**src/rtl/gpio_arbiter.sv**
```systemverilog
// gpio_arbiter: shares a single gpio register port between requester A (MCU)
// and requester B (auxiliary sequencer). Round-robin on ties, one access at a
// time: grant (cycle 0), strobe (cycle 1), read data returned (cycle 2).
// Optional macro GPIO_ARB_LOCK_EN adds a_lock_i, which lets A hold off B
// across a read-modify-write sequence.
module gpio_arbiter #(
  parameter int ADDR_W = 2,
  parameter int DATA_W = 16
) (
  input  logic              clk_i,
  input  logic              rstn_i,
  input  logic              a_req_i,
  input  logic              a_we_i,
  input  logic [ADDR_W-1:0] a_addr_i,
  input  logic [DATA_W-1:0] a_wdata_i,
`ifdef GPIO_ARB_LOCK_EN
  input  logic              a_lock_i,
`endif
  output logic              a_gnt_o,
  output logic              a_rvalid_o,
  output logic [DATA_W-1:0] a_rdata_o,
  input  logic              b_req_i,
  input  logic              b_we_i,
  input  logic [ADDR_W-1:0] b_addr_i,
  input  logic [DATA_W-1:0] b_wdata_i,
  output logic              b_gnt_o,
  output logic              b_rvalid_o,
  output logic [DATA_W-1:0] b_rdata_o,
  output logic              sel_o,
  output logic              read_o,
  output logic              write_o,
  output logic [ADDR_W-1:0] addr_o,
  output logic [DATA_W-1:0] data_o,
  input  logic [DATA_W-1:0] data_i
);

  typedef enum logic [1:0] {IDLE, ACCESS, RDATA} state_e;

  state_e              state_q, state_d;
  logic                owner_q, owner_d;   // 1 = port B owns the current access
  logic                last_q,  last_d;    // 1 = port B was granted last
  logic                we_q,    we_d;
  logic [ADDR_W-1:0]   addr_q,  addr_d;
  logic [DATA_W-1:0]   data_q,  data_d;
  logic                a_gnt,   b_gnt;
  logic                a_win,   b_win, b_elig;

`ifdef GPIO_ARB_LOCK_EN
  logic                lock_q,  lock_d;

  // B is ineligible while A holds the lock
  assign b_elig = b_req_i & ~lock_q;
`else
  assign b_elig = b_req_i;
`endif

  // On a tie the port that was not granted last wins
  assign a_win = a_req_i & (~b_elig | last_q);
  assign b_win = b_elig & ~a_win;

  // Next-state logic: grant and capture in IDLE, one strobe cycle, optional read return
  always_comb begin
    state_d = state_q;
    owner_d = owner_q;
    last_d  = last_q;
    we_d    = we_q;
    addr_d  = addr_q;
    data_d  = data_q;
`ifdef GPIO_ARB_LOCK_EN
    lock_d  = lock_q;
`endif
    a_gnt   = 1'b0;
    b_gnt   = 1'b0;
    case (state_q)
      IDLE: begin
        if (a_win || b_win) begin
          a_gnt   = a_win;
          b_gnt   = b_win;
          owner_d = b_win;
          last_d  = b_win;
          we_d    = b_win ? b_we_i    : a_we_i;
          addr_d  = b_win ? b_addr_i  : a_addr_i;
          data_d  = b_win ? b_wdata_i : a_wdata_i;
`ifdef GPIO_ARB_LOCK_EN
          if (a_win) lock_d = a_lock_i;
`endif
          state_d = ACCESS;
        end
      end
      ACCESS:  state_d = we_q ? IDLE : RDATA;
      RDATA:   state_d = IDLE;
      default: state_d = IDLE;
    endcase
  end

  // State and captured-command registers; async reset returns to IDLE with A favoured
  always_ff @(posedge clk_i or negedge rstn_i) begin
    if (!rstn_i) begin
      state_q <= IDLE;
      owner_q <= 1'b0;
      last_q  <= 1'b1;
      we_q    <= 1'b0;
      addr_q  <= '0;
      data_q  <= '0;
`ifdef GPIO_ARB_LOCK_EN
      lock_q  <= 1'b0;
`endif
    end else begin
      state_q <= state_d;
      owner_q <= owner_d;
      last_q  <= last_d;
      we_q    <= we_d;
      addr_q  <= addr_d;
      data_q  <= data_d;
`ifdef GPIO_ARB_LOCK_EN
      lock_q  <= lock_d;
`endif
    end
  end

  // Grants are combinational from IDLE; gated so they read 0 while reset is held
  assign a_gnt_o = a_gnt & rstn_i;
  assign b_gnt_o = b_gnt & rstn_i;

  assign sel_o   = (state_q == ACCESS);
  assign read_o  = sel_o & ~we_q;
  assign write_o = sel_o & we_q;
  assign addr_o  = addr_q;
  assign data_o  = data_q;

  // Read data passes straight through to the owner only; the other port sees 0
  assign a_rvalid_o = (state_q == RDATA) & ~owner_q;
  assign b_rvalid_o = (state_q == RDATA) &  owner_q;
  assign a_rdata_o  = a_rvalid_o ? data_i : '0;
  assign b_rdata_o  = b_rvalid_o ? data_i : '0;

endmodule

```
**config.mk**
```make
export PLATFORM = sky130hd
export DESIGN_NAME = gpio_arbiter
export DESIGN_NICKNAME = d
export VERILOG_FILES = /design/src/rtl/gpio_arbiter.sv
export SDC_FILE = /design/constraint.sdc
export NUM_CORES = 1
export LEC_CHECK = 0
export ABC_AREA = 1
export BUFFER_PORTS_ARGS = -buffer_cell sky130_fd_sc_hd__buf_2
export CAP_MARGIN = 20
export CORE_MARGIN = 10
export CORE_UTILIZATION = 37
export CTS_BUF_LIST = sky130_fd_sc_hd__clkbuf_2
export CTS_CLUSTER_SIZE = 25
export DETAILED_ROUTE_END_ITERATION = 10
export PLACE_DENSITY_LB_ADDON = 0.1
export SETUP_SLACK_MARGIN = 0.02
export SYNTH_ARGS = -nofsm -noshare
export SYNTH_HDL_FRONTEND = slang
export SYNTH_SLANG_ARGS = --single-unit
```
**constraint.sdc**
```tcl
create_clock -name clk_i -period 1.12 [get_ports clk_i]
set_input_delay 0.336 -clock clk_i [delete_from_list [all_inputs] [get_ports clk_i]]
set_output_delay 0.336 -clock clk_i [all_outputs]
set_load 0.01 [all_outputs]
```
==> summary.md <==
| Metric | Value |
|---|---|
| Outcome | `finished, violations left` |
| Failing checks | `setup timing` |
| Sw Ratio | `between 40% and 50%` |
| CP Max Fanout | `17` |
| #FFs+latches synth | `23` |
| Slew Viols, Final | `0` |
| Avg Cell Area, Syn | `about 6.3 µm²` |
| Antenna Violating Nets Remaining | `0` |
| HPWL Detailed | `between 4000 and 5000 µm` |
| Die height | `~84 µm` |
| H-tree Lvls | `1` |
| Max-cap violations | `0` |
| Router iterations before antenna repair | `4` |
| CTS clk-pin slew, worst paths | `between 0.2 and 0.25 ns` |
| Routability cong. | `between 0.7 and 0.8` |
| R2r endpoint | `data_o[5]$_DFFE_PN0P_` |
| Gate power share | `between 60% and 70%` |
| Post-Synth Adder-Cell Area | `0%` |
| Rows | `23` |
| Critical Path Max Stage Delay | `0.44 ns` |
| Reg power frac | `between 20% and 30%` |
| Antenna Cells | `0` |
| P_sw | `around 2600 µW` |
| Worst Hold Depth | `5` |
| Peak supply drop | `1.28 mV` |
| GR Util met2 | `between 20% and 30%` |
| Area growth from synthesis to layout | `91.2%` |
| Routed WL | `roughly 5600 µm` |
| Ys Warns | `0` |
| WP data required | `0.78 ns` |
| Synth Area in Simple Gates | `between 30% and 40%` |
| Worst-margin pin slew | `0.344 ns` |
| Final hold vios | `0` |
| Hold slack | `approximately 0.28 ns` |
| Top-Level Pins | `roughly 120` |
| Worst Setup Slack post-DPL | `-0.216 ns` |
| Startpoint types | `register` |
| Placed insts | `between 400 and 500` |
| Share of layout cells above drive strength 1 | `60.3%` |
| Area fraction in compound gates after synthesis | `1.48%` |
| Vias in the first global route | `about 1900` |
| Die width | `84.1 µm` |
| Initial core utilization | `38.0%` |
| Post-Synth XOR/XNOR Area | `0%` |
| R2R Path Start | `last_q$_DFFE_PN1P_` |
| DRC errors left | `0` |
| Busiest grt layer | `met2` |
| Fmax | `589 MHz` |
| PnR worst setup slack | `-0.578 ns` |
| Hold Crit Start | `a_addr_i[1]` |
| Total grt overflow | `0` |
| Total GRT Usage | `between 10 and 15%` |
| Final setup vio count | `77` |
| Buffers on Ports | `between 100 and 150` |
| CTS Root Cell | `clkbuf_2` |
| Wire per inst | `13.0 µm` |
| Arr. time, crit path | `around 1.4 ns` |
| HP Class | `in -> reg` |
| Fin crit share | `152%` |
| Cells after synthesis | `roughly 240` |
| Initial drt markers | `39` |
| Synth unique cells | `18` |
| Met3 GRT Util | `approximately 5.6%` |
| RSZ-0062 raised after global routing | `yes` |
| Total CTS buffers | `3` |
| Worst Hold Path EP | `addr_o[1]$_DFFE_PN0P_` |
| Vias | `around 1900` |
| Reg2Reg Setup Slack | `-0.19 ns` |
| CORE AREA | `4000 µm²` |
| Skew final | `slightly below 0.004 ns` |
| Setup TNS | `-26.43 ns` |
| CP max-delay cell | `dfrtp_1` |
| Power Dens Cells | `about 2200 nW/µm²` |
| Clk_lat worst skew | `around 0.33 ns` |
| FF-to-FF path depth | `7` |
| Critical path type | `reg -> out` |
| Synthesized Nets | `299` |
| Final #Nets | `442` |
| Final cell count without fillers | `roughly 430` |
| Final core utilization | `between 70% and 80%` |
| First-pass GRT wire length | `8960 µm` |
| Internal | `about 3700 µW` |
| Critical Path Sink Type | `primary output` |
| Sink Count | `23` |
| Seq/Total Area, Yosys | `between 30% and 40%` |
| CTS Buffer Depth | `2` |
| DR vias/cell | `about 4.3` |
| Met1 usage | `16.7%` |
| Mux share of post-synthesis cell area | `0%` |
| Period minus WS final | `about 1.7 ns` |
| CP Cell Sequence | `inv_2 > nand3_2 > buf_12 > nor2_2 > buf_2` |
| CTS tree | `built` |
| Leakage Power | `around 0.0018 µW` |
| Slew margin rel. | `about 77%` |
| Clock power share | `under 10%` |
| Cell Area, Synth | `roughly 1500 µm²` |
| DIE AREA | `slightly above 7000 µm²` |
| Initial antenna violation count | `0` |
| Pin count of the biggest net entering global routing | `24` |
| Largest family of logic cells by synthesized area | `simple AND/OR/NAND/NOR gates` |
## how the worst max path moves through the flow
stage                           start            end
2_1_floorplan  state_q[0]$_DFFE_PN0P_  a_rdata_o[10]
3_3_place_gp                  a_req_i        b_gnt_o
3_5_place_dp                  a_req_i        b_gnt_o
4_1_cts        state_q[1]$_DFFE_PN0P_        b_gnt_o
5_1_grt        state_q[0]$_DFFE_PN0P_   b_rdata_o[4]
6_report       state_q[0]$_DFFE_PN0P_   a_rdata_o[8]
## power by group through the flow
stage               sequential, µW  combinational [µW]  clock [µW]
global placement              1540                3040           0
floorplan                     1650                1610           0
finish                        1580                4370         344
CTS                           1550                3720         360
global route                  1620                4740         399
detailed placement            1540                3090           0
## stage by stage
step | total power [µW] | instance area (µm²)
final | 6290 | 2900
after CTS | 5630 | 2680
after floorplan | 3260 | 1600
after global placement | 4580 | 2310
after detailed placement | 4630 | 2310
after global routing | 6760 | 2900
## logic make-up (layout without fill, tap and decap cells)
logic type / after synthesis / in the layout
buffers and inverters: 73 / 215
AND/OR/NAND/NOR: 141 / 141
flip-flops: 23 / 23
AO/OA/AOI/OAI: 4 / 4
## layout make-up
cell class	instances	area, µm²
clock buffers	4	20.0
fillers	324	1100
inverters	62	245
multi-input cells	145	896
flip-flops and latches	23	578
well taps	50	62.6
repair buffers	149	1100
## critical path, delay by kind of cell (launching register included)
family,cells,cell delay (ns)
flops,1,0.44
simple gates,2,0.18
buf+inv,3,0.42
## Yosys cell counts, drive strengths merged
library cell / number / share of area (%)
a21o: 1 / 0.49
a21oi: 1 / 0.33
buf: 11 / 6.5
nor3: 3 / 0.99
nand2: 80 / 20
dfrtp: 22 / 36
dfstp: 1 / 1.7
nor2: 36 / 9.4
and3: 1 / 0.41
clkinv: 1 / 0.33
o21ai: 2 / 0.66
nand3: 21 / 7.6
inv: 61 / 15
## registers in the layout, indices dropped and copies added, names as in the netlist
register / flops
last_q: 1
addr_o: 2
owner_q: 1
we_q: 1
data_o: 16
state_q: 2
## layer usage
metal	vias to the layer above	routed length (µm)
li1	970	-
met5	-	0
met4	0	44
met1	824	2350
met2	81	2720
met3	5	519
## placed cells by master (no fill, tap or decap)
cell           instances
and3_1                 1
buf_2                104
buf_8                  3
nand2_1               56
dfrtp_2                1
buf_4                 15
nor2_2                26
inv_1                 58
a21o_4                 1
nor3_2                 2
clkinv_4               1
o21ai_1                1
nand2_4               13
inv_8                  1
dfrtp_1               21
dlygate4sd3_1          1
nor2_4                 2
inv_2                  2
nand3_2               17
nor2_1                 8
buf_12                 7
nand3_1                4
buf_16                 2
clkbuf_2               4
buf_6                 15
a21oi_1                1
clkbuf_16              2
nand2_2               11
dfstp_2                1
nor3_1                 1
o21ai_2                1
## timing repair
item / 4_1_cts / 5_1_grt
endpoints found under the setup margin: 79 / 78
pin swaps: 8 / 9
buffers inserted: 10 / 8
hold endpoints to repair: 22 / 0
hold buffers: 1 / 0
cloned: 3 / 2
gates resized for setup: 42 / 49
Note: power is estimated with default switching activity, not from simulation.
